### config.mk
export PLATFORM = sky130hd
export DESIGN_NAME = spi_master_tx
export DESIGN_NICKNAME = d
export VERILOG_FILES = /design/src/rtl/spi_master_tx.sv
export SDC_FILE = /design/constraint.sdc
export NUM_CORES = 1
export LEC_CHECK = 0
export BUFFER_PORTS_ARGS = -buffer_cell sky130_fd_sc_hd__clkbuf_2
export CAP_MARGIN = 40
export CORE_ASPECT_RATIO = 1.1
export CORE_MARGIN = 2
export CORE_UTILIZATION = 58
export CTS_BUF_LIST = sky130_fd_sc_hd__clkbuf_8
export DETAILED_ROUTE_END_ITERATION = 16
export PLACE_DENSITY = 0.8
export SYNTH_ARGS = -nofsm -noshare
export SYNTH_HDL_FRONTEND = slang
export SYNTH_SLANG_ARGS = --single-unit
### constraint.sdc
create_clock -name clk -period 2.5 [get_ports clk]
set_input_delay 0.125 -clock clk [delete_from_list [all_inputs] [get_ports clk]]
set_output_delay 0.125 -clock clk [all_outputs]
set_load 0.005 [all_outputs]
### src/rtl/spi_master_tx.sv
// SPI mode-0 byte transmitter with frame-level slave select and an enforced CS gap.
// Every output is a flop whose next value is decoded from the next state.
module spi_master_tx #(
  parameter int CLK_DIV = 4,
  parameter int CS_GAP  = 8
) (
  input  logic       clk,
  input  logic       rst_n,
  input  logic [7:0] tx_data,
  input  logic       tx_valid,
  input  logic       tx_last,
  output logic       tx_ready,
  output logic       busy,
  output logic       byte_done,
  output logic       SCK,
  output logic       SSEL,
  output logic       MOSI
);

  typedef enum logic [2:0] {IDLE, SETUP, SCK_HI, SCK_LO, NEXT, HOLD, GAP} state_t;

  localparam logic [7:0] DIV_LD = 8'(CLK_DIV - 1);
  localparam logic [7:0] GAP_LD = 8'(CS_GAP - 1);

  state_t     state_q, state_d;
  logic [7:0] cnt_q, cnt_d;
  logic [2:0] bit_q, bit_d;
  logic [7:0] shift_q, shift_d;
  logic       last_q, last_d;
  logic       sck_d, ssel_d, mosi_d, ready_d, busy_d, done_d;
  logic       accept, cnt_zero;

  assign accept   = tx_valid && tx_ready;
  assign cnt_zero = (cnt_q == 8'd0);

  always_comb begin
    state_d = state_q;
    cnt_d   = cnt_zero ? 8'd0 : cnt_q - 8'd1;
    bit_d   = bit_q;
    shift_d = shift_q;
    last_d  = last_q;
    done_d  = 1'b0;
    case (state_q)
      IDLE, NEXT: begin
        if (accept) begin
          state_d = SETUP;
          cnt_d   = DIV_LD;
          bit_d   = 3'd7;
          shift_d = tx_data;
          last_d  = tx_last;
        end
      end
      SETUP, SCK_LO: begin
        if (cnt_zero) begin
          state_d = SCK_HI;
          cnt_d   = DIV_LD;
        end
      end
      SCK_HI: begin
        if (cnt_zero) begin
          if (bit_q == 3'd0) begin
            done_d  = 1'b1;
            state_d = last_q ? HOLD : NEXT;
            cnt_d   = last_q ? DIV_LD : 8'd0;
          end else begin
            // Falling edge: present the next lower bit in the same cycle.
            state_d = SCK_LO;
            cnt_d   = DIV_LD;
            bit_d   = bit_q - 3'd1;
            shift_d = {shift_q[6:0], 1'b0};
          end
        end
      end
      HOLD: begin
        if (cnt_zero) begin
          state_d = GAP;
          cnt_d   = GAP_LD;
        end
      end
      GAP: begin
        if (cnt_zero) state_d = IDLE;
      end
      default: state_d = IDLE;
    endcase

    sck_d   = (state_d == SCK_HI);
    ssel_d  = (state_d == IDLE) || (state_d == GAP);
    ready_d = (state_d == IDLE) || (state_d == NEXT);
    busy_d  = (state_d != IDLE);
    mosi_d  = ssel_d ? 1'b0 : shift_d[7];
  end

  always_ff @(posedge clk or negedge rst_n) begin
    if (!rst_n) begin
      state_q   <= IDLE;
      cnt_q     <= 8'd0;
      bit_q     <= 3'd0;
      last_q    <= 1'b0;
      SCK       <= 1'b0;
      SSEL      <= 1'b1;
      MOSI      <= 1'b0;
      tx_ready  <= 1'b0;
      busy      <= 1'b0;
      byte_done <= 1'b0;
    end else begin
      state_q   <= state_d;
      cnt_q     <= cnt_d;
      bit_q     <= bit_d;
      last_q    <= last_d;
      SCK       <= sck_d;
      SSEL      <= ssel_d;
      MOSI      <= mosi_d;
      tx_ready  <= ready_d;
      busy      <= busy_d;
      byte_done <= done_d;
    end
  end

  always_ff @(posedge clk) begin
    shift_q <= shift_d;
  end

endmodule

==> out/results.txt, run 1 <==
For this run, the detailed router's first-pass iteration total came to 4. During synthesis, Yosys emitted a total of 0 warnings. In this run, placement finished with an instance count of 170. Among all stages on the critical path, the largest delay is contributed by or3b_2.

By startpoint and endpoint, the worst setup path is classified as flop to flop. Setup repair after global routing left no endpoint under its margin. The die is 51.2 um wide.

The area fraction in compound gates after synthesis works out to 15.0%. The via count of the first global-routing pass is 1003. The tools report the final estimated routing congestion in global placement as 0.834. The cell area that synthesis handed to floorplanning was 1420 um^2. Total wirelength of the detailed-routed design: 2540 um. The clock reaches the later pin of the worst-skew pair after 0.28 ns. Post-CTS repair changed the size of 0 cells. The via-per-instance ratio is 5.55, and the number of buffers created by CTS is 5. In this run the deepest clock path goes through 2 buffers. The CTS root buffer is clkbuf_8. STA classifies the critical path endpoint as a flop.

The tools report the number of diodes as 0. From synthesis to final layout, the design area changed by 15.5%. For the initial cell density of the core, the log shows 62.5%.

In this run the biggest area consumer among cell types represents 35.2% of the synthesized area. For this run, the share of the core covered by cells in the final layout is 72.2%. Counting every instance in the synthesized netlist gives 124. The analysis attributes to cell leakage a power of 0.732 nW. The total area inside the core boundary comes to 2270 um^2.

The clock drives 29 sinks. The critical path's largest stage delay was 0.55 ns; the pin count of the biggest net entering global routing was 22. The largest total area in the synthesized netlist belongs to dfrtp_1. The hold-critical path depth works out to 3. Hold is met by 0.0415 ns. The design draws 872 uW. The height of the die was 55.9 um. Sequential cells were found to cover 53.3% of the synthesized design area.

In this run, synthesis produced a sequential element count of 29. For this block, the via count after detailed routing is 993. After clock tree synthesis, the setup repair step added 0 buffers.

The finished cells cover 1640 um^2. Global routing finished with a remaining overflow of 0. The portion of synthesized area spent on multiplexers is 0.704%.

The first global-routing pass estimated 4460 um of wire. At the pin with the least slew margin, the transition time is 0.514 ns. TritonCTS built the clock tree.

Setup slack on the critical path of the routed design comes to 0.385 ns. The logs give 2860 um^2 for the die area and 21.4% for the all-layer global routing usage. Measured against its own limit, the worst slew margin works out to 65.8%.

After Yosys synthesis, XOR and XNOR cells account for 3.08% of the synthesized area. The tools report the number of cell rows as 18. The final setup violation count is 0.

The synthesized netlist devotes 3.52% of its cell area to adder and majority cells. Subtracting the final worst setup slack from the clock period gives 2.11 ns. For the number of max-slew violations in the final report, the log shows 0.

Max-cap violations in this run came to 0. STA classifies the critical path startpoint as a flop. The number of buffer cells added on primary ports came out at 17. Counting flops with an async set or reset pin after synthesis yields a share of 72.4%. The most critical setup path has its startpoint at cnt_q[0]. Boundary pin count: 18. The maximum fanout along the worst path is 6. The initial antenna violation count was 0.

The tools report the number of endpoints with negative hold slack in the final report as 0. The reg-to-reg critical path startpoint is cnt_q[0]. Final routed wire length divided by cell count: 14.2 um. Excluding fillers, the count of instances in the completed layout stands at 179. The count of nets left with antenna violations after detail routing was 0.

In this run the most critical hold path is launched from tx_last. By area, the combinational part of the netlist is dominated by simple AND/OR/NAND/NOR gates. Summed over all nets, the half-perimeter wirelength after detailed placement is 1840 um. The run gives 2 as the deepest level of the CTS H-tree. Following the worst setup path forward leads to its endpoint at busy. Traced cell by cell, the critical path runs through inv_1 > ha_1 > or3b_2 > nor2_8 > o22ai_1 > a22o_4 > or2_1. The worst path required time was 2.66 ns; the maximum frequency from static timing analysis was 473 MHz. Measured in cells, the most critical reg-to-reg path has a length of 7. The worst register-to-register path ends at busy. Yosys attributes the largest share of cell area to dfrtp_1 (35%), edfxtp_1 (15%), a22o_1 (3.7%).

The detailed router finished its first iteration with 17 violations. The average instance area after synthesis is 11.5 um^2. After routing, the total negative slack on setup checks comes to 0 ns. For the count of different cell masters after synthesis, the log shows 48. In the routed design, unresolved DRC markers number 0.

For the placement-stage worst setup slack, the log shows 0.405 ns. Clock-pin slew was measured on the worst setup and hold paths at 0.05 ns. The number of synthesized flops with an enable pin was 7; the fraction of final layout cells sized beyond drive strength 1 was 26.2%. The type of the tightest min-delay check is input port to flop.

Data on the critical path arrives at its endpoint at 2.27 ns. The logs give 1540 um^2 for the placed cell area and 140 for the synthesized net count. The logs give 1 for the number of hold buffers added after cts and 0.00652 ns for the clock tree skew after final layout. The flow ran to the end, and the final reports show no timing, DRC or antenna violations.

For this run, the leading register cell type out of synthesis is dfrtp_1. Setup slack on the worst reg-to-reg path comes out at 0.39 ns. The synthesized netlist devotes 20.3% of its cell area to simple gates. The final critical-path share of the clock period is 84.6%. The worst-case IR drop observed on VDD is 550 uV. The number of nets in the layout was 164; the power per standard cell area was 531 nW/um^2.
[cells by family after synthesis]
logic type | count (synthesis)
fa+ha+maj | 4
flops | 29
compound gates | 27
xor+xnor | 5
buf+inv | 12
simple gates | 46
mux | 1
[worst min-delay path by stage]
stage,endpoint,slack [ns]
2_1_floorplan,MOSI,-0.17
3_3_place_gp,cnt_q[2],0.11
3_5_place_dp,cnt_q[2],0.12
4_1_cts,last_q,0.03
5_1_grt,last_q,0.05
6_report,last_q,0.04
[layer usage]
metal	track usage, %	vias up	wire [um]
met5	0	-	0
met2	33.8	25	1280
li1	-	488	-
met1	25.4	471	1070
met4	10.0	0	59
met3	8.33	9	126
[power by group]
part	leakage [nW]	internal [mW]	switching, mW	total [mW]
combinational	0.373	0.00712	0.00845	0.0156
clock	0.0538	0.215	0.158	0.374
sequential	0.305	0.483	0	0.483
total	0.732	0.706	0.167	0.872
[cells in the final DEF, fill, tap and decap left out, types with 2 or more instances in the layout]
cell type / Yosys / routed
ha_1: 4 / 4
nor3_1: 2 / 2
clkbuf_8: 0 / 6
a21oi_1: 5 / 5
nand2_1: 11 / 11
o21ai_0: 2 / 2
or2_1: 2 / 2
nor2b_1: 2 / 2
dfrtp_1: 20 / 20
nand3b_1: 2 / 2
buf_4: 1 / 4
nand4_1: 2 / 2
nor2_1: 8 / 8
nor3b_1: 5 / 5
a22o_1: 6 / 6
or3b_2: 2 / 2
xnor2_1: 4 / 4
a211o_1: 2 / 2
clkbuf_2: 1 / 17
inv_1: 7 / 9
or2_2: 2 / 2
edfxtp_1: 7 / 7
[final cells by class]
class	instances	area [um^2]
clock buffer	6	82.6
multi-input combinational	83	606
clock inverter	2	7.51
sequential	29	757
timing repair buffer	22	125
tap	30	37.5
inverter	7	26.3
fill	180	633
[worst max-delay path: cells and delay by family (launching register included)]
family / cells / cell delay (ns)
simple gates: 3 / 0.93
compound gates: 2 / 0.39
flops: 1 / 0.37
fa+ha+maj: 1 / 0.20
buf+inv: 1 / 0.10
[synthesized netlist by cell type (2+ instances only)]
cell type and count:
dfrtp_1 20, nand2_1 11, nor2_1 8, edfxtp_1 7
inv_1 7, a22o_1 6, a21oi_1 5, nor3b_1 5
ha_1 4, xnor2_1 4, a211o_1 2, nand3b_1 2
nand4_1 2, nor2b_1 2, nor3_1 2, o21ai_0 2
or2_1 2, or2_2 2, or3b_2 2
[registers in the layout, indices dropped and copies added, names as in the netlist]
register / cells
cnt_q: 8
shift_q: 8
MOSI: 1
byte_done: 1
SSEL: 1
SCK: 1
state_q: 3
tx_ready: 1
busy: 1
bit_q: 3
last_q: 1
Power figures use the tool's default switching activity.
==> inputs of run 2 (changes only) <==
- ABC_AREA: not set -> 1
- CORE_UTILIZATION: 58 -> 54
- PLACE_DENSITY: 0.8 -> 0.78
- clock period: 2.5 -> 1.85 ns (I/O delays scaled with it)
==> run 2 against run 1 <==
Net effect: register-to-register slack worse by 0.22 ns; critical path depth up 4; non-clock buffer count down 1; global-route usage down 0.45 points; hold slack better by 0.0058 ns.
==> out/results.txt, run 2 <==
The run finished with clean final reports. 18 I/O pins were placed. The height of the die works out to 59.0 um. In this run the most critical hold path is launched from tx_last.

The largest registers in the layout are cnt_q: 8 flops, shift_q: 8 flops. In the final timing run, aggregate negative setup slack is 0 ns. After synthesis, the share of flip-flops with an asynchronous set or reset is 72.4%. By area, the combinational part of the netlist is dominated by simple AND/OR/NAND/NOR gates. The clock tree skew after final layout is 0.00384 ns. The cell repeated most along the worst path was nand2_2. For the deepest level of the CTS H-tree, the log shows 2. The worst setup path is of the flop to flop kind. The area of the mapped netlist was 1480 um^2; the synthesized net count was 183. The half-perimeter wire length after detailed placement came out at 2090 um. The maximum fanout along the worst path was 8. Relative to the synthesized area, the layout overhead comes to 16.3%. The number of buffer cells added on primary ports was 17; the area fraction in compound gates after synthesis was 10.2%. Per report_power, the sequential group accounts for 39.4% of the total. Summed over all instances, the cell type with the most area after synthesis is dfrtp_1. The layout has 219 filler cells. Most common flop cell mapped by yosys: dfrtp_1.

For this design the total switching power over the nets is 1.15 mW. Setup repair after global routing left no endpoint under its margin. The tools report the reg-to-reg critical path startpoint as cnt_q[0].

For this design, the slowest cell found on the critical path is dfrtp_1. The number of instances in the synthesized netlist is 167. STA classifies the critical path startpoint as a flop. The tools report the worst path required time as 2.06 ns. TritonCTS built the clock tree. Using the TritonRoute via totals, the vias-per-cell ratio works out to 5.11. The all-layer global routing usage is 21.0%.

For this run, the register share of the synthesized area comes to 51.0%. At the later pin of the worst-skew pair, clock insertion delay measures 0.27 ns. In this run the worst hold path is classified as input port to flop.

The average instance area after synthesis was 8.89 um^2. The library cells used most frequently in the layout, excluding fill and tap cells, are inv_1 (28), nand2_1 (27), nor2_1 (22). Combinational cell fraction of total power: 44.2%. The initial antenna violation count is 0, and the transition time of the tightest slew-check pin is 0.509 ns. Sorting the synthesized cells by how often they occur yields nand2_1 (28), inv_1 (26), nor2_1 (23), dfrtp_1 (20), nand2_2 (8). Buffers inserted during clock tree synthesis total 5. The CTS root buffer is clkbuf_8.

In the synthesized netlist, mux cells make up 0% of the area. CTS saw 29 sinks. Among all cell types in the netlist, the one instantiated most often is nand2_1.

In this run the standard cell core region covers 2570 um^2. The count of different cell masters after synthesis was 29. For the final estimated routing congestion in global placement, the log shows 0.931. The count of nets left with antenna violations after detail routing came out at 0. Setup violations remaining at the end of the flow were counted as 0. Of the cells placed in the final design, the portion with a size suffix greater than 1 is 25.1%. The final routed wire length divided by cell count is 12.1 um, and the pin count of the biggest net entering global routing is 22.

Net switching is 40.9% of the power. The area fraction in and, or, nand and nor cells after synthesis is 24.6%. The worst max-slew margin expressed relative to the limit came out at 66.1%.

During synthesis, Yosys emitted a total of 0 warnings. The leakage power summed over all cells is 0.911 nW, and the wire length of the first global-routing pass is 4630 um. After detailed routing, the number of remaining DRC violations is 0. The fraction of synthesized cell area in xor and xnor cells came out at 2.95%. Dividing the final minimum period by the clock period gives 91.1%.

Summing over every cut layer, the via total after detailed routing is 1155. Summed over all layers, the routed wires come to 2740 um. The tools report the number of cell rows as 19. After Yosys synthesis, full adders, half adders and majority gates account for 3.37% of the synthesized area. The number of synthesized flops with an enable pin was 7; the fraction of synthesized cell area taken by the top area cell type was 33.7%.

Once the floorplan was initialized, standard cells occupied 57.8% of the core. Internal power comes to 1.66 mW. The die area was 3180 um^2. The critical path starts at cnt_q[0].

Maximum number of buffers from clock root to sink: 2. Maximum frequency from static timing analysis: 593 MHz. The tools report the number of max-slew violations in the final report as 0. The worst-case IR drop observed on VDD is 1130 uV. Data on the critical path arrives at its endpoint at 1.89 ns. The share of power burned in the clock network is 16.4%. The max capacitance violation total is 0. For this run, the share of the core covered by cells in the final layout is 67.2%. The overflow left after global routing was 0.

The detailed router finished its first iteration with 23 violations. Clock-pin slew was measured on the worst setup and hold paths at 0.06 ns. Walking the worst path, the cells encountered are inv_2 > ha_1 > nand2_1 > inv_1 > nand2_2 > nand2_2 > nand3_2 > inv_4 > nand2_2 > or2_0 > nand3_1. The number of nets in the layout is 210, and the number of diodes is 0. The tools report the via count of the first global-routing pass as 1139. The number of endpoints with negative hold slack in the final report was 0. The most common library cell in the layout ignoring fill and taps is inv_1.

In this run the power density over the cells is 1630 nW/um^2. The worst path needs 1.69 ns of the cycle, external delays included. In this design, the stage delay of the slowest critical-path cell is 0.40 ns. The number of synthesized register bits was 29; the length of the first detailed-routing pass in iterations was 4. STA classifies the critical path endpoint as a flop. After synthesis, the cell types taking the most area are dfrtp_1 (34%), edfxtp_1 (14%), nand2_1 (7.1%). Die width: 54.0 um.
==> run 2: critical path, delay by kind of cell (launching register included) <==
family / cells / cell delay [ns]
adders and majority gates: 1 / 0.15
buffers and inverters: 3 / 0.31
DFF: 1 / 0.40
and+or+nand+nor: 7 / 0.76
==> run 2: kinds of logic (layout without fill, tap and decap cells) <==
kind of cell,count (synthesis),in the layout
simple gates,76,76
xor+xnor,5,5
buf+inv,30,58
fa+ha+maj,4,4
compound gates,23,23
flops,29,29
==> run 2: area by class of cell <==
class,instances,area (um^2),share of cell area [%]
Sequential cell,29,757,43.9
Multi-Input combinational cell,108,621,36.0
Timing Repair Buffer,21,118,6.82
Inverter,29,111,6.45
Clock buffer,5,68.8,3.99
Tap cell,31,38.8,2.25
Clock inverter,3,11.3,0.653
==> run 2: power groups by stage <==
stage | registers (mW) | logic (mW) | clock network [mW]
3_3_place_gp | 1.10 | 1.18 | 0
2_1_floorplan | 1.08 | 0.948 | 0
3_5_place_dp | 1.11 | 1.23 | 0
4_1_cts | 1.11 | 1.24 | 0.475
5_1_grt | 1.13 | 1.42 | 0.511
6_report | 1.11 | 1.24 | 0.459
==> run 2: stage by stage <==
step | worst slack (ns) | total power, mW | cells | hold WS, ns | area, um^2
2_1_floorplan | 0.211 | 2.03 | 167 | -0.203 | 1480
3_3_place_gp | 0.0933 | 2.29 | 217 | 0.0835 | 1620
3_5_place_dp | 0.0548 | 2.34 | 217 | 0.0881 | 1620
4_1_cts | 0.0571 | 2.82 | 226 | 0.0434 | 1710
5_1_grt | 0.0224 | 3.06 | 226 | 0.0658 | 1730
6_report | 0.165 | 2.81 | 226 | 0.0473 | 1730
==> run 2: worst paths after layout <==
kind | end | slack (ns) | cells after the start
min | last_q | 0.05 | 3
max | bit_q[2] | 0.16 | 11
min in group asynchronous | cnt_q[5] | 0.32 | 2
max reg2reg | bit_q[2] | 0.16 | 11
max in group asynchronous | SSEL | 1.17 | 2
min reg2reg | shift_q[7] | 0.54 | 4
==> run 2: per-layer routing <==
| layer | global-route usage [%] | share of wire (%) | vias up | routed length [um] |
|---|---|---|---|---|
| met3 | 8.08 | 4.3 | 2 | 118 |
| met1 | 23.6 | 43 | 541 | 1170 |
| met4 | 10.7 | 1.2 | 0 | 32 |
| met5 | 0 | 0 | - | 0 |
| met2 | 34.1 | 52 | 32 | 1420 |
| li1 | - | - | 580 | - |
==> run 2: what timing repair did <==
| action | CTS | global route |
|---|---|---|
| gates resized for setup | 0 | 6 |
| hold buffers | 1 | 0 |
| setup endpoints to repair | 0 | 8 |
| hold endpoints to repair | 20 | 0 |
| buffers inserted | 0 | 0 |
